<file path="config.mk">
export PLATFORM = sky130hd
export DESIGN_NAME = skewed_input_buffer
export DESIGN_NICKNAME = d
export VERILOG_FILES = /design/src/rtl/sa_buf_pkg.sv /design/src/rtl/buf_lane_fifo.sv /design/src/rtl/skewed_input_buffer.sv
export SDC_FILE = /design/constraint.sdc
export NUM_CORES = 1
export LEC_CHECK = 0
export CORE_ASPECT_RATIO = 0.75
export CORE_MARGIN = 10
export CORE_UTILIZATION = 60
export DETAILED_ROUTE_END_ITERATION = 10
export PLACE_DENSITY = 0.79
export REMOVE_ABC_BUFFERS = 1
export SYNTH_ARGS = -nofsm -noshare
export SYNTH_HDL_FRONTEND = slang
export SYNTH_SLANG_ARGS = --single-unit
</file>
<file path="constraint.sdc">
create_clock -name clk -period 4.5 [get_ports clk]
set_input_delay 0.9 -clock clk [delete_from_list [all_inputs] [get_ports clk]]
set_output_delay 0.9 -clock clk [all_outputs]
set_load 0.01 [all_outputs]
</file>
<file path="src/rtl/sa_buf_pkg.sv">
// Shared types and defaults for the systolic-array edge buffer: FSM state
// encoding, a width helper and the default geometry used by the array top.
package sa_buf_pkg;

    typedef enum logic [1:0] {
        IDLE   = 2'd0,
        STREAM = 2'd1,
        DONE   = 2'd2
    } sa_state_e;

    localparam int SA_WIDTH = 8;
    localparam int SA_LANES = 4;
    localparam int SA_DEPTH = 16;

    // Smallest w with 2**w >= value; 0 for value <= 1.
    function automatic int sa_clog2(input int value);
        int w;
        w = 0;
        while ((1 << w) < value) begin
            w = w + 1;
        end
        return w;
    endfunction

endpackage

</file>
<file path="src/rtl/buf_lane_fifo.sv">
// One lane of the skewed input buffer: circular FIFO with occupancy count,
// registered full/empty and sticky underflow/overflow flags.
module buf_lane_fifo
    import sa_buf_pkg::*;
#(
    parameter int WIDTH = SA_WIDTH,
    parameter int DEPTH = SA_DEPTH
) (
    input  logic             clk,
    input  logic             rst,
    input  logic             wr_en,
    input  logic [WIDTH-1:0] wr_data,
    input  logic             pop,
    input  logic             clr_err,
    output logic [WIDTH-1:0] head,
    output logic             full,
    output logic             empty,
    output logic             underflow,
    output logic             overflow
);

    localparam int AW = sa_clog2(DEPTH);
    localparam int CW = AW + 1;

    logic [WIDTH-1:0] mem [DEPTH];
    logic [AW-1:0]    wr_ptr;
    logic [AW-1:0]    rd_ptr;
    logic [CW-1:0]    count;
    logic [CW-1:0]    count_nx;
    logic             wr_acc;
    logic             wr_drop;
    logic             rd_acc;
    logic             rd_miss;

    // A scheduled pop frees a slot in the same cycle, so a full lane still
    // accepts a write alongside it. An empty lane never bypasses.
    assign wr_acc  = wr_en && (!full || pop);
    assign wr_drop = wr_en && full && !pop;
    assign rd_acc  = pop && !empty;
    assign rd_miss = pop && empty;
    assign head    = mem[rd_ptr];

    always_comb begin
        count_nx = count;
        if (wr_acc && !rd_acc) begin
            count_nx = count + 1'b1;
        end else if (!wr_acc && rd_acc) begin
            count_nx = count - 1'b1;
        end
    end

    always_ff @(posedge clk or negedge rst) begin
        if (!rst) begin
            wr_ptr    <= '0;
            rd_ptr    <= '0;
            count     <= '0;
            full      <= 1'b0;
            empty     <= 1'b1;
            underflow <= 1'b0;
            overflow  <= 1'b0;
        end else begin
            if (wr_acc) begin
                wr_ptr <= wr_ptr + 1'b1;
            end
            if (rd_acc) begin
                rd_ptr <= rd_ptr + 1'b1;
            end
            count     <= count_nx;
            full      <= (count_nx == CW'(DEPTH));
            empty     <= (count_nx == '0);
            // Clear loses against a same-cycle error.
            underflow <= (underflow & ~clr_err) | rd_miss;
            overflow  <= (overflow & ~clr_err) | wr_drop;
        end
    end

    always_ff @(posedge clk) begin
        if (wr_acc) begin
            mem[wr_ptr] <= wr_data;
        end
    end

endmodule

</file>
<file path="src/rtl/skewed_input_buffer.sv">
// Multi-lane edge buffer for a systolic array: per-lane FIFOs drained with a
// diagonal skew (lane i delayed by i cycles), zero-filled outside each window.
module skewed_input_buffer
    import sa_buf_pkg::*;
#(
    parameter int WIDTH = SA_WIDTH,
    parameter int LANES = SA_LANES,
    parameter int DEPTH = SA_DEPTH,
    parameter int LEN_W = $clog2(DEPTH + 1)
) (
    input  logic                   clk,
    input  logic                   rst,
    input  logic [LANES*WIDTH-1:0] wr_data,
    input  logic [LANES-1:0]       wr_en,
    output logic [LANES-1:0]       full,
    output logic [LANES-1:0]       empty,
    input  logic                   start,
    input  logic [LEN_W-1:0]       len,
    output logic                   busy,
    output logic                   done,
    output logic [LANES*WIDTH-1:0] data_out,
    output logic [LANES-1:0]       valid_out,
    output logic [LANES-1:0]       underflow,
    output logic [LANES-1:0]       overflow,
    input  logic                   clr_err,
    output sa_state_e              fsm_state
);

    // t reaches len+LANES-2 at most; this width holds len+LANES with margin.
    localparam int T_W = LEN_W + sa_clog2(LANES + 1);

    sa_state_e        state;
    sa_state_e        state_nx;
    logic [LEN_W-1:0] len_q;
    logic [T_W-1:0]   t_q;
    logic             launch;
    logic             last_t;
    logic [LANES-1:0] pop;

    assign launch    = (state == IDLE) && start && (len != '0);
    assign last_t    = ({1'b0, t_q} + (T_W+1)'(2)) == ((T_W+1)'(len_q) + (T_W+1)'(LANES));
    assign fsm_state = state;

    always_ff @(posedge clk or negedge rst) begin
        if (!rst) begin
            state <= IDLE;
        end else begin
            state <= state_nx;
        end
    end

    always_comb begin
        state_nx = state;
        case (state)
            IDLE:    if (launch) state_nx = STREAM;
            STREAM:  if (last_t) state_nx = DONE;
            DONE:    state_nx = IDLE;
            default: state_nx = IDLE;
        endcase
    end

    always_comb begin
        busy = 1'b0;
        done = 1'b0;
        case (state)
            STREAM:  busy = 1'b1;
            DONE: begin
                busy = 1'b1;
                done = 1'b1;
            end
            default: ;
        endcase
    end

    always_ff @(posedge clk or negedge rst) begin
        if (!rst) begin
            len_q <= '0;
            t_q   <= '0;
        end else if (launch) begin
            len_q <= len;
            t_q   <= '0;
        end else if (state == STREAM) begin
            t_q <= t_q + 1'b1;
        end
    end

    for (genvar i = 0; i < LANES; i++) begin : g_lane
        logic [T_W:0]     win_lo;
        logic [T_W:0]     win_hi;
        logic [WIDTH-1:0] head;
        logic [WIDTH-1:0] dq;
        logic             vq;

        // Lane i pops while i <= t < i+len.
        assign win_lo = (T_W+1)'(i);
        assign win_hi = win_lo + (T_W+1)'(len_q);
        assign pop[i] = (state == STREAM) && ({1'b0, t_q} >= win_lo) && ({1'b0, t_q} < win_hi);

        buf_lane_fifo #(
            .WIDTH (WIDTH),
            .DEPTH (DEPTH)
        ) u_fifo (
            .clk       (clk),
            .rst       (rst),
            .wr_en     (wr_en[i]),
            .wr_data   (wr_data[i*WIDTH +: WIDTH]),
            .pop       (pop[i]),
            .clr_err   (clr_err),
            .head      (head),
            .full      (full[i]),
            .empty     (empty[i]),
            .underflow (underflow[i]),
            .overflow  (overflow[i])
        );

        always_ff @(posedge clk or negedge rst) begin
            if (!rst) begin
                dq <= '0;
                vq <= 1'b0;
            end else if (pop[i] && !empty[i]) begin
                dq <= head;
                vq <= 1'b1;
            end else begin
                dq <= '0;
                vq <= 1'b0;
            end
        end

        assign data_out[i*WIDTH +: WIDTH] = dq;
        assign valid_out[i]               = vq;
    end

endmodule

</file>
---- Word-level counts from Yosys, hierarchy flattened ----
Memory sizes are Yosys's and may differ from the RTL's.
Index checks and enable logic that the tools add are counted.
cells by class
  $add $sub $neg .......................... 22
  multipliers ............................. 0
  div/mod/pow operators ................... 0
  order comparisons ....................... 8
  equality and inequality tests ........... 9
  shift-type cells ........................ 0
  mux-type cells .......................... 31
  bitwise logic cells ..................... 17
  reduce and logical (&&, ||, !) cells .... 71
operators by type and width
  cell                   count
  $mux W8                6
  $mux W5                8
  $logic_and A1 B1 Y1    38
  $add A4 B1 Y4 const B  8
  $lt A8 B6 Y1           3
  $add A5 B1 Y5 const B  4
  $eq A5 B5 Y1 const B   4
  $logic_not A1 Y1       20
  $logic_not A5 Y1       4
  $sub A5 B1 Y5 const B  4
  $ge A8 B1 Y1 const B   2
  $ge A8 B2 Y1 const B   2
  $mux W1                14
  $add A2 B5 Y6 const A  2
  $add A8 B2 Y9 const B  1
  $eq A9 B6 Y1           1
  $add A8 B1 Y8 const B  1
  $and A1 B1 Y1          8
  $lt A8 B5 Y1           1
  $or A1 B1 Y1           8
  $add A1 B5 Y6 const A  1
  $add A5 B3 Y6 const B  1
  $reduce_bool A5 Y1     1
  $logic_or A1 B1 Y1     4
  10 further kinds       12
word-level totals
  bits in registers ....................... 119
  latch bits .............................. 0
  RAM bits ................................ 512
  ROM bits ................................ 0
  output and inout port bits .............. 56
  word-level logic and storage cells ...... 201
  memories ................................ 4
memory list
  memory                words  width  read ports  clocked after memory_dff  write ports  RTL line             source
  g_lane[0].u_fifo.mem  16     8      1           0                         1            buf_lane_fifo.sv:25  logic [WIDTH-1:0] mem [DEPTH];
  g_lane[1].u_fifo.mem  16     8      1           0                         1            buf_lane_fifo.sv:25
  g_lane[2].u_fifo.mem  16     8      1           0                         1            buf_lane_fifo.sv:25
  g_lane[3].u_fifo.mem  16     8      1           0                         1            buf_lane_fifo.sv:25

---- Longest topological paths before layout ----
  word-level depth ........................ 10
  mapped depth ............................ 14

---- Hierarchy ----
Synthesis repeated with hierarchy kept, for this count alone.
second synthesis, totals
  cell total of the unflattened synthesis .. 1432
  area, all modules ....................... 26658.1 um^2
by module, submodules not included
  module               instances  cells an instance  area an instance (um^2)  seq. area each (um^2)
  buf_lane_fifo        4          291                5967.0                   4270.3
  skewed_input_buffer  1          268                2790.2                   1276.2

---- Least setup slack after synthesis ----
OpenSTA, ideal clock, no wires.
  kind .................................... register to register
  start point ............................. register len_q[1]
  end point ............................... memory g_lane[1].u_fifo.mem[3][0] (netlist bit), enable pin
  setup time .............................. 0.383 ns
  arrival ................................. 3.002 ns
  required time ........................... 4.117 ns
  slack ................................... 1.114 ns
  cell stages (with the launch flop) ...... 13
  buffers on the path ..................... 2
  period minus slack after synthesis ...... 3.386 ns
  cell sequence ........................... dfrtp_1 > ha_1 > nand4_1 > ha_1 > a21oi_1 > nand2_1 > or3_1 > buf_2 > nand2_1 > and2_1 > clkbuf_1 > nand2_1 > nor3_1
on the way
  cells in the longest elaborated chain, start to end .. 7
RTL lines
  item                           RTL line                   source
  start: declaration             skewed_input_buffer.sv:34  logic [LEN_W-1:0] len_q;
  start signal: assignment       skewed_input_buffer.sv:80  len_q <= len;
  $add A1 B5 Y6                  skewed_input_buffer.sv:96  assign win_hi = win_lo + (T_W+1)'(len_q);
  $lt A8 B6 Y1                   skewed_input_buffer.sv:97  assign pop[i] = (state == STREAM) && ({1'b0, t_q} >= win_lo) && ({1'b0, t_q} < win_hi);
  $logic_and A1 B1 Y1            skewed_input_buffer.sv:97
  $logic_or A1 B1 Y1             buf_lane_fifo.sv:37        assign wr_acc = wr_en && (!full || pop);
  $logic_and A1 B1 Y1            buf_lane_fifo.sv:37
  $mux W1                        buf_lane_fifo.sv:78        if (wr_acc) begin
  $mux W1 (implied by the code)  buf_lane_fifo.sv:79        mem[wr_ptr] <= wr_data;
  end: declaration               buf_lane_fifo.sv:25
No other way between the ends.

---- Final worst setup path ----
  start point ............................. register state[1], in the netlist fsm_state[1]
  end point ............................... memory g_lane[1].u_fifo.mem[7][1] (netlist bit), enable pin
on the way
  cells in the longest elaborated chain, start to end .. 7
RTL lines
  item                              RTL line                   source
  start: declaration                skewed_input_buffer.sv:32  sa_state_e state;
  start signal: assignment          skewed_input_buffer.sv:48  state <= state_nx;
  $eq A2 B1 Y1                      skewed_input_buffer.sv:97
  $logic_and A1 B1 Y1 (2 in a row)  skewed_input_buffer.sv:97
  $logic_or A1 B1 Y1                buf_lane_fifo.sv:37
  $logic_and A1 B1 Y1               buf_lane_fifo.sv:37
  $mux W1                           buf_lane_fifo.sv:78
  $mux W1 (implied by the code)     buf_lane_fifo.sv:79
No other way between the ends.

==> impl_metrics.py <==
metrics = {
    "sta": {
        "tightest_slew_ns": 1.13,
        "rsz0062_at_grt": "false",
        "tns_ns": 0,
        "timing.final.crit_share_pct": 86.6,
        "fmax_ghz": 0.257,
        "slew_violations": 0,
        "setup_violations": 0,
        "fin_hold_ws_ns": 0.328,
        "relSlewSlack_pct": 24.4,
        "layout_min_cycle_time_ns": 3.90,
        "finClkSkew_ns": 0.0223,
        "hold_viol_final": 0,
    },
    "worst_setup_path": {
        "critPathTopFamily": "simple AND/OR/NAND/NOR gates",
        "worstPathCellList": "inv_1, ha_1, nor3b_1, nand2_1, or3_1, nand2_1, and2_1, nand2_1, nor2_1",
        "critPathKind": "reg -> reg",
        "slowest_delay_ns": 0.64,
        "crit_path_top_delay_cell": "nor3b_1",
        "cpMostUsedCell": "nand2_1",
        "start_kind": "register",
        "r2r_cells": 9,
        "crit_fanout": 11,
        "r2r_start": "fsm_state[1]",
        "required_ns": 4.74,
        "crit_path_end_kind": "register",
        "r2r_slack_ns": 0.60,
        "cp_num_buf_inv": 1,
        "r2r_end": "g_lane[1].u_fifo.mem[7][1]",
        "arrival_ns": 4.13,
    },
    "clocking": {
        "cts.path.max_buffers": 3,
        "clock_latency_ns": 0.61,
        "path_clk_slew_ns": 0.06,
        "cts_hold_buffers": 0,
        "cts_repair_resize_count": 0,
        "cts_root_buffer": "clkbuf_16",
        "h-tree-depth": 2,
        "cts_tree": "built",
        "post-cts-setup-buffer-count": 0,
        "cts_buffers": 58,
        "clock_sinks": 631,
    },
    "pwr": {
        "power.density_nw_per_um2": 628,
        "peakVddDrop_mv": 0.377,
        "leakage_nw": 10.2,
    },
    "global_route": {
        "grt_pass1_wl_mm": 83.6,
        "antenna_found_initial": 2,
        "grt_max_degree": 91,
        "first_global_vias": 13473,
        "overflow": 0,
        "grtUsageTotal_pct": 20.9,
    },
    "synthesis": {
        "synth_area_um2": 26100,
        "synth_area_leaders": "edfxtp_1, mux4_2, dfrtp_1",
        "synth.most_common_cell": "edfxtp_1",
        "synth_top_cell_area_share_pct": 58.9,
        "ys.flop_type": "edfxtp_1",
        "yosysSeqAreaShare_pct": 70.3,
        "synth_top_cell_by_area": "edfxtp_1",
        "yosys-top-cells-count": "edfxtp_1, mux4_2, dfrtp_1, ha_1, nand2_1",
        "postSynthAreaPerCell_um2": 18.2,
        "synthCells": 1433,
        "yosysUniqueCellTypes": 71,
        "synth_warnings": 0,
        "synthArstFlopShare_pct": 18.9,
        "synth-edff-count": 512,
        "ys_ff_latch": 631,
    },
    "job": {
        "maxCapViolations": 0,
    },
    "placement": {
        "dpl_cell_area_um2": 27600,
        "gp_congestion": 0.887,
        "hpwl_mm": 35.1,
        "numPortBuffers": 100,
    },
    "final_layout": {
        "drive_gt1_share_pct": 19.1,
        "stdcell_area_um2": 29600,
        "nFillCells": 2719,
        "area_growth_pct": 13.3,
        "layout.nets": 1643,
    },
    "floorplan": {
        "start_util_pct": 60.4,
        "io-pin-count": 101,
        "die_w_um": 261,
        "dieArea_um2": 52300,
        "core-area_um2": 43200,
        "rows": 66,
        "dieHeight_um": 201,
    },
    "route": {
        "drc": 0,
        "postRouteAntennaNets": 0,
        "wirelength_mm": 53.8,
        "routedWlPerCell_um": 24.9,
        "via_per_inst": 6.14,
        "drtIter0Drc": 1448,
        "dr.pass1.iters": 5,
        "vias": 13267,
    },
    "outcome": {
        "status": "finished clean",
    },
    "hold_path": {
        "min_path_type": "in -> async",
    },
}
## power by group
part / internal [mW] / switching [mW] / leakage, nW
Combinational: 2.78 / 2.48 / 3.11
Clock: 2.91 / 2.11 / 0.946
Sequential: 7.20 / 1.07 / 6.13
Total: 12.9 / 5.66 / 10.2
## how the worst max path moves through the flow
stage	from	end	slack, ns	cells past startpoint
2_1_floorplan	len_q[2]	g_lane[1].u_fifo.mem[3][0]	1.11	10
3_3_place_gp	fsm_state[1]	g_lane[1].u_fifo.mem[4][1]	0.79	9
3_5_place_dp	fsm_state[1]	g_lane[2].u_fifo.mem[12][4]	0.64	9
4_1_cts	fsm_state[1]	g_lane[1].u_fifo.mem[4][3]	0.64	9
5_1_grt	fsm_state[1]	g_lane[2].u_fifo.mem[12][0]	0.31	9
6_report	fsm_state[1]	g_lane[1].u_fifo.mem[7][1]	0.60	9
## layout by cell type (no fill, tap or decap), types with 7 or more instances in the layout
cell type,n
a21oi_1,23
and2_1,45
and3_1,7
buf_4,26
bufinv_16,7
clkbuf_1,15
clkbuf_16,59
clkdlybuf4s50_1,99
clkinv_2,11
dfrtp_1,110
edfxtp_1,512
ha_1,64
inv_1,47
mux2i_1,7
mux4_2,160
nand2_1,64
nand3_1,22
nand4_1,13
nor2_1,46
nor2b_1,20
nor3_1,13
nor3b_1,7
nor4_1,20
o21ai_0,27
or3_1,7
xnor2_1,50
xor2_1,10
## metrics by stage
step                      total power [mW]  cells  worst slack, ns  util, %
after floorplan                       11.8   1348             1.11        -
after CTS                             18.7   2161            0.641     68.5
after global routing                  19.5   2161            0.312     68.5
after detailed placement              13.7   2052            0.641     64.0
after global placement                13.5   2052            0.786     64.0
final                                 18.6   2162            0.602     68.5
## state kept, by name (all words and copies together) (netlist names)
name / cells
len_q: 5
g_lane.u_fifo.mem: 512
g_lane.dq: 32
g_lane.u_fifo.rd_ptr: 16
t_q: 8
g_lane.u_fifo.count: 20
g_lane.u_fifo.underflow: 4
g_lane.u_fifo.wr_ptr: 16
g_lane.u_fifo.overflow: 4
fsm_state: 2
g_lane.u_fifo.full: 4
g_lane.u_fifo.empty: 4
g_lane.vq: 4
## routing by layer
metal	global-route usage (%)	share of wire (%)
met1	32.0	44
met2	30.8	46
met3	4.38	8.6
met4	4.39	1.5
met5	0	0.017
## layout make-up
class	instances	area, um2	area share [%]
repair buffers	126	1200	4.05
well taps	578	723	2.44
inverters	50	193	0.651
clock buffers	80	1620	5.46
clock inverters	29	335	1.13
multi-input cells	667	7150	24.2
diodes	1	2.50	0.00846
flip-flops and latches	631	18400	62.1
## logic make-up after synthesis
family | Yosys count | synth area share [%]
adder cells (fa/ha/maj) | 64 | 3.07
buffers and inverters | 135 | 2.28
XOR/XNOR | 60 | 2.01
AND/OR/NAND/NOR | 285 | 5.87
flip-flops | 631 | 70.3
AO/OA/AOI/OAI | 89 | 2.28
multiplexers | 169 | 14.2
Note: power is estimated with default switching activity, not from simulation.
